**src/rtl/mm_modexp_sequencer_if.sv**
```systemverilog
// Control interface of the square-and-multiply sequencer: start/exponent in,
// multiplier handshake, progress and completion status out.
interface mm_modexp_sequencer_if #(
    parameter int EXP_WIDTH = 256,
    parameter int CNT_WIDTH = $clog2(2*EXP_WIDTH+2),
    parameter int IDX_WIDTH = $clog2(EXP_WIDTH)
);
    logic                 start_i;
    logic [EXP_WIDTH-1:0] exp_i;
    logic                 mm_done_i;
    logic                 mm_start_o;
    logic [1:0]           mm_op_o;
    logic [IDX_WIDTH-1:0] bit_idx_o;
    logic [CNT_WIDTH-1:0] mm_count_o;
    logic                 busy_o;
    logic                 zero_exp_o;
    logic                 done_o;

    modport slave (
        input  start_i, exp_i, mm_done_i,
        output mm_start_o, mm_op_o, bit_idx_o, mm_count_o, busy_o, zero_exp_o, done_o
    );

    modport master (
        output start_i, exp_i, mm_done_i,
        input  mm_start_o, mm_op_o, bit_idx_o, mm_count_o, busy_o, zero_exp_o, done_o
    );
endinterface

```
**src/rtl/mm_modexp_sequencer.sv**
```systemverilog
// Left-to-right square-and-multiply scheduler for B^E mod p on top of a
// Montgomery multiplier; it only issues start pulses and operation codes.
module mm_modexp_sequencer #(
    parameter int EXP_WIDTH = 256,
    parameter int CNT_WIDTH = $clog2(2*EXP_WIDTH+2),
    parameter int IDX_WIDTH = $clog2(EXP_WIDTH)
) (
    input  logic                  clock_i,
    input  logic                  reset_n_i,
    mm_modexp_sequencer_if.slave  bus
);
    localparam logic [2:0] S_IDLE  = 3'd0;
    localparam logic [2:0] S_SCAN  = 3'd1;
    localparam logic [2:0] S_ISSUE = 3'd2;
    localparam logic [2:0] S_WAIT  = 3'd3;
    localparam logic [2:0] S_DONE  = 3'd4;

    localparam logic [1:0] OP_CONV_IN  = 2'b00;
    localparam logic [1:0] OP_SQR      = 2'b01;
    localparam logic [1:0] OP_MUL      = 2'b10;
    localparam logic [1:0] OP_CONV_OUT = 2'b11;

    localparam logic [IDX_WIDTH-1:0] IDX_TOP = IDX_WIDTH'(EXP_WIDTH-1);

    logic [2:0]           state_q,    state_d;
    logic [EXP_WIDTH-1:0] exp_q,      exp_d;
    logic [IDX_WIDTH-1:0] bit_idx_q,  bit_idx_d;
    logic [CNT_WIDTH-1:0] mm_count_q, mm_count_d;
    logic [1:0]           op_q,       op_d;
    logic                 zero_exp_q, zero_exp_d;

    logic cur_bit;
    logic idx_zero;

    assign cur_bit  = exp_q[bit_idx_q];
    assign idx_zero = (bit_idx_q == '0);

    always_comb begin
        state_d    = state_q;
        exp_d      = exp_q;
        bit_idx_d  = bit_idx_q;
        mm_count_d = mm_count_q;
        op_d       = op_q;
        zero_exp_d = zero_exp_q;

        case (state_q)
            S_IDLE: begin
                if (bus.start_i) begin
                    exp_d      = bus.exp_i;
                    bit_idx_d  = IDX_TOP;
                    mm_count_d = '0;
                    zero_exp_d = 1'b0;
                    state_d    = S_SCAN;
                end
            end

            // Skip leading zeros; the first set bit starts the Montgomery conversion.
            S_SCAN: begin
                if (cur_bit) begin
                    op_d    = OP_CONV_IN;
                    state_d = S_ISSUE;
                end else if (idx_zero) begin
                    zero_exp_d = 1'b1;
                    state_d    = S_DONE;
                end else begin
                    bit_idx_d = bit_idx_q - IDX_WIDTH'(1);
                end
            end

            S_ISSUE: begin
                mm_count_d = mm_count_q + CNT_WIDTH'(1);
                state_d    = S_WAIT;
            end

            // op_q stays untouched until the multiplier reports completion.
            S_WAIT: begin
                if (bus.mm_done_i) begin
                    state_d = S_ISSUE;
                    case (op_q)
                        OP_CONV_IN, OP_MUL: begin
                            if (idx_zero) begin
                                op_d = OP_CONV_OUT;
                            end else begin
                                bit_idx_d = bit_idx_q - IDX_WIDTH'(1);
                                op_d      = OP_SQR;
                            end
                        end
                        OP_SQR: begin
                            if (cur_bit) begin
                                op_d = OP_MUL;
                            end else if (idx_zero) begin
                                op_d = OP_CONV_OUT;
                            end else begin
                                bit_idx_d = bit_idx_q - IDX_WIDTH'(1);
                                op_d      = OP_SQR;
                            end
                        end
                        default: begin
                            state_d = S_DONE;
                        end
                    endcase
                end
            end

            S_DONE: begin
                state_d = S_IDLE;
            end

            default: begin
                state_d = S_IDLE;
            end
        endcase
    end

    always_ff @(posedge clock_i or negedge reset_n_i) begin
        if (!reset_n_i) begin
            state_q    <= S_IDLE;
            exp_q      <= '0;
            bit_idx_q  <= IDX_TOP;
            mm_count_q <= '0;
            op_q       <= OP_CONV_IN;
            zero_exp_q <= 1'b0;
        end else begin
            state_q    <= state_d;
            exp_q      <= exp_d;
            bit_idx_q  <= bit_idx_d;
            mm_count_q <= mm_count_d;
            op_q       <= op_d;
            zero_exp_q <= zero_exp_d;
        end
    end

    // The index register idles at the top bit, but the port reads 0 while idle.
    assign bus.mm_start_o = (state_q == S_ISSUE);
    assign bus.mm_op_o    = op_q;
    assign bus.bit_idx_o  = (state_q != S_IDLE) ? bit_idx_q : '0;
    assign bus.mm_count_o = mm_count_q;
    assign bus.busy_o     = (state_q != S_IDLE);
    assign bus.zero_exp_o = zero_exp_q;
    assign bus.done_o     = (state_q == S_DONE);

endmodule

```
**src/flat_wrapper.sv**
```systemverilog
// flat-port wrapper written by rule: the top's interface ports become plain ports
module mm_modexp_sequencer_flat 
#(
    parameter int EXP_WIDTH = 256,
    parameter int CNT_WIDTH = $clog2(2*EXP_WIDTH+2),
    parameter int IDX_WIDTH = $clog2(EXP_WIDTH)
)
  (clock_i, reset_n_i, bus_start_i, bus_exp_i, bus_mm_done_i, bus_mm_start_o, bus_mm_op_o, bus_bit_idx_o, bus_mm_count_o, bus_busy_o, bus_zero_exp_o, bus_done_o);
  mm_modexp_sequencer_if #(.EXP_WIDTH(EXP_WIDTH), .CNT_WIDTH(CNT_WIDTH), .IDX_WIDTH(IDX_WIDTH)) bus_i ();
  input  logic clock_i;
  input  logic reset_n_i;
  input wire logic [$bits(bus_i.start_i)-1:0] bus_start_i;
  input wire logic [$bits(bus_i.exp_i)-1:0] bus_exp_i;
  input wire logic [$bits(bus_i.mm_done_i)-1:0] bus_mm_done_i;
  output wire logic [$bits(bus_i.mm_start_o)-1:0] bus_mm_start_o;
  output wire logic [$bits(bus_i.mm_op_o)-1:0] bus_mm_op_o;
  output wire logic [$bits(bus_i.bit_idx_o)-1:0] bus_bit_idx_o;
  output wire logic [$bits(bus_i.mm_count_o)-1:0] bus_mm_count_o;
  output wire logic [$bits(bus_i.busy_o)-1:0] bus_busy_o;
  output wire logic [$bits(bus_i.zero_exp_o)-1:0] bus_zero_exp_o;
  output wire logic [$bits(bus_i.done_o)-1:0] bus_done_o;
  assign bus_i.start_i = bus_start_i;
  assign bus_i.exp_i = bus_exp_i;
  assign bus_i.mm_done_i = bus_mm_done_i;
  assign bus_mm_start_o = bus_i.mm_start_o;
  assign bus_mm_op_o = bus_i.mm_op_o;
  assign bus_bit_idx_o = bus_i.bit_idx_o;
  assign bus_mm_count_o = bus_i.mm_count_o;
  assign bus_busy_o = bus_i.busy_o;
  assign bus_zero_exp_o = bus_i.zero_exp_o;
  assign bus_done_o = bus_i.done_o;
  mm_modexp_sequencer #(.EXP_WIDTH(EXP_WIDTH), .CNT_WIDTH(CNT_WIDTH), .IDX_WIDTH(IDX_WIDTH)) u_core (.clock_i(clock_i), .reset_n_i(reset_n_i), .bus(bus_i));
endmodule
```
**config.mk**
```make
export PLATFORM = sky130hd
export DESIGN_NAME = mm_modexp_sequencer_flat
export DESIGN_NICKNAME = d
export VERILOG_FILES = /design/src/rtl/mm_modexp_sequencer_if.sv /design/src/rtl/mm_modexp_sequencer.sv /design/src/flat_wrapper.sv
export SDC_FILE = /design/constraint.sdc
export NUM_CORES = 1
export LEC_CHECK = 0
export CORE_UTILIZATION = 34
export DETAILED_ROUTE_END_ITERATION = 10
export SLEW_MARGIN = 10
export SYNTH_ARGS = -nofsm -noshare
export SYNTH_HDL_FRONTEND = slang
export SYNTH_SLANG_ARGS = --single-unit
```
**constraint.sdc**
```tcl
create_clock -name clock_i -period 4.1 [get_ports clock_i]
set_input_delay 0.615 -clock clock_i [delete_from_list [all_inputs] [get_ports clock_i]]
set_output_delay 0.615 -clock clock_i [all_outputs]
set_load 0.05 [all_outputs]
```
==> metrics.md, run 1 <==
| Metric | Value |
|---|---|
| Reg2reg end | u_core.bit_idx_q[1]$_DFFE_PN1P_ |
| Initial DRC count | 710 |
| Reg2Reg Setup Slack | just under 0.6 ns |
| Via count | roughly 11,000 |
| Hold Crit Class | in2async |
| Die height | between 150 and 200 um |
| Cells on worst reg2reg path | 9 |
| Worst path max stage delay | ~0.97 ns |
| DRC Markers | 0 |
| Power Density | 740 mW/mm2 |
| # clock sinks | between 200 and 300 |
| Final setup fails | 0 |
| Vias per cell | approximately 5 |
| FMAX | roughly 260 MHz |
| Post-detail-place hpwl | approximately 28,000 um |
| Slew Viols, Final | 0 |
| Syn_area_per_cell | between 9 and 10 um2 |
| Slowest cell on crit path | dfstp_4 |
| Syn Nets | 1,719 |
| # Post-CTS Setup Buffers | 0 |
| Avg WL per Cell | 17.6 um |
| Synth area leaders | dfrtp_1 (51%), nand2_1 (23%), mux4_2 (8.5%), clkbuf_1 (2.1%), dfstp_2 (1.6%) |
| Placed cell area | ~0.017 mm2 |
| PnR worst setup slack | roughly 0.27 ns |
| Crit path DAT | ~3.2 ns |
| Cell Area, Synth | 0.0133 mm2 |
| CP Class | reg2out |
| Clk_skew | between 0.015 and 0.02 ns |
| Clock root buffer | clkbuf_16 |
| CTS H-tree lvls | 2 |
| Routed WL | ~40,000 um |
| Crit path max fanout | slightly above 40 |
| Fin area | 0.0178 mm2 |
| Rows | 72 |
| RSZ-0062 raised after global routing | no |
| I/O Buffers | between 200 and 300 |
| Die W | ~200 um |
| Post-route insts no fill | ~2,200 |
| CTS tree | yes |
| Cell breakdown of the critical path | clkinv_1, nor2_1, clkdlybuf4s50_1 |
| Worst setup EP type | output pin |
| # resized after CTS | 0 |
| Pre-Repair DR Iteration Count | 5 |
| Initial antenna violation count | 0 |
| Top cell type's share of synthesized area | slightly above 50% |
| M3 GR Usage | ~3.3% |
| Worst VDD drop | about 0.29 mV |
| Final worst-path cycle share | 93.3% |
| Async SR Flop Fraction | 100% |
| R2r startpoint | u_core.bit_idx_q[0]$_DFFE_PN1P_ |
| Buffers & Inverters on Critical Path | 2 |
| CP top delay family | buffers and inverters |
| Slew margin rel. | a little under two fifths |
| First-pass GRT wire length | around 61,000 um |
| Met2 usage | 31.4% |
| Highest-count cells in the layout ignoring fill and taps | nand2_1 (810), clkdlybuf4s50_1 (282), dfrtp_1 (272) |
| Count of unique library cells instantiated by Yosys | 66 |
| Ant. Diodes | 0 |
| Post-Synthesis Cells | around 1,500 |
| Number of synthesized flops with an enable pin | 0 |
| Final Util | a little under half |
| Core area | ~0.039 mm2 |
| Initial core utilization | about a third |
| Overall power | approximately 13 mW |
| Max Cap Violations | 0 |
| Post-route minimum period | 3.83 ns |
| Vias in the first global route | about 11,000 |
| Clock Pin Slew Worst Setup and Hold Paths | around 0.06 ns |
| Area leader, netlist | dfrtp_1 |
| WP data required | approximately 3.5 ns |
| Slew @ Worst Pin | 0.940 ns |
| TNS Setup | 0 ns |
| Post-synth top flop | dfrtp_1 |
| Routed Antenna Nets | 0 |
| CTS max path bufs | 3 |
| Busiest grt layer | met2 |
| Worst-skew pair later-pin latency | approximately 0.51 ns |
| Largest net degree at the start of global routing | between 150 and 200 |
| Ys Warns | 0 |
| Status | finished, final reports clean |
| Final Hold Fails | 0 |
| Hold slack | roughly 0.16 ns |
| M1 GR Usage | 28.5% |
| Total congestion overflow | 0 |
| Leak pwr | about 8.5 nW |
| RD Place Congestion | slightly below 0.9 |
| Setup WS pre-CTS | approximately 0.6 ns |
| Cts bufs inserted | 34 |
| Full die area | ~0.04 mm2 |
| Critical path depth in cells | 3 |
| Area growth syn-to-layout | 34.0% |
| CP Launch Type | register |
| Placed cells | about 2,200 |
| Share of layout cells above drive strength 1 | 8.79% |
| Most common cell after layout, fill and taps aside | nand2_1 |
| GRT Util Overall | about a fifth |
| Hold-fix buffers, CTS | 0 |
| Ports | between 200 and 300 |
| Fin nets | ~2,000 |
| Yosys reg bits | 280 |
| Sequential area share after synthesis | 52.8% |
==> worst max-delay path by stage <==
stage | endpoint | start | slack [ns]
after floorplan | u_core.bit_idx_q[1]$_DFFE_PN1P_ | u_core.bit_idx_q[0]$_DFFE_PN1P_ | 1.12
after global placement | u_core.bit_idx_q[1]$_DFFE_PN1P_ | u_core.bit_idx_q[0]$_DFFE_PN1P_ | 0.67
after detailed placement | u_core.bit_idx_q[1]$_DFFE_PN1P_ | u_core.bit_idx_q[0]$_DFFE_PN1P_ | 0.61
after CTS | bus_bit_idx_o[1] | u_core.bit_idx_q[1]$_DFFE_PN1P_ | 0.23
after global routing | bus_bit_idx_o[1] | u_core.bit_idx_q[1]$_DFFE_PN1P_ | 0.16
final | bus_bit_idx_o[1] | u_core.bit_idx_q[1]$_DFFE_PN1P_ | 0.27
==> flip-flops by register name, summed over array words and instances (netlist names) <==
| signal | flops |
|---|---|
| u_core.exp_q | 256 |
| u_core.bus.mm_count_o | 10 |
| u_core.bit_idx_q | 8 |
| u_core.state_q | 3 |
| u_core.bus.mm_op_o | 2 |
| u_core.bus.zero_exp_o | 1 |
==> report_power, final <==
group | switching (mW) | internal, mW
logic | 2.68 | 2.31
clock network | 1.17 | 1.99
registers | 0.966 | 4.06
total | 4.82 | 8.36
==> per-layer routing <==
metal  vias to the layer above  share of wire (%)
li1                       5241                  -
met2                       361                 46
met3                        55                6.3
met1                      5284                 45
met5                         -                  0
met4                         0                2.1
==> kinds of logic (layout without fill, tap and decap cells) <==
family / Yosys count / in the layout / synth area share, %
and+or+nand+nor: 899 / 899 / 26.5
adders and majority gates: 3 / 3 / 0.282
buffers and inverters: 98 / 371 / 3.33
xor gates and xnor gates: 2 / 2 / 0.132
AOI/OAI and AO/OA: 90 / 90 / 4.95
muxes: 84 / 84 / 12.0
DFF: 280 / 280 / 52.8
==> layout make-up <==
class,count,area [um2]
timing repair buffer,300,3070
sequential,280,7020
multi-input combinational,1078,5840
inverter,10,37.5
clock buffer,52,1030
tap,518,648
clock inverter,9,158
fill,3768,20700
==> Yosys cell counts (3+ instances only) <==
master	count
dfstp_2	8
inv_1	7
o31ai_1	3
a31oi_1	3
o221ai_1	3
nor2b_1	9
and2_1	5
buf_2	4
o21a_1	3
mux2i_1	17
mux4_1	7
nand2_1	811
nor2_1	27
a211o_1	3
o21ai_1	3
clkbuf_1	74
nor3_1	9
o22ai_1	3
o21ai_0	20
nand2b_1	3
a311oi_1	3
a22o_1	3
buf_6	4
a22oi_1	4
a21oi_1	15
mux2_2	10
and3_1	4
or3b_2	3
mux4_2	50
ha_1	3
nand3_1	19
dfrtp_1	272
Note: power is estimated with default switching activity, not from simulation.
==> inputs of run 2 (changes only) <==
--- a/config.mk
+++ b/config.mk
@@ -7,7 +7,6 @@
 export LEC_CHECK = 0
 export CORE_UTILIZATION = 34
 export DETAILED_ROUTE_END_ITERATION = 10
-export SLEW_MARGIN = 10
 export SYNTH_ARGS = -nofsm -noshare
 export SYNTH_HDL_FRONTEND = slang
 export SYNTH_SLANG_ARGS = --single-unit
==> results of run 2 <==
Final layout, timing and power as in run 1 (identical DEF).
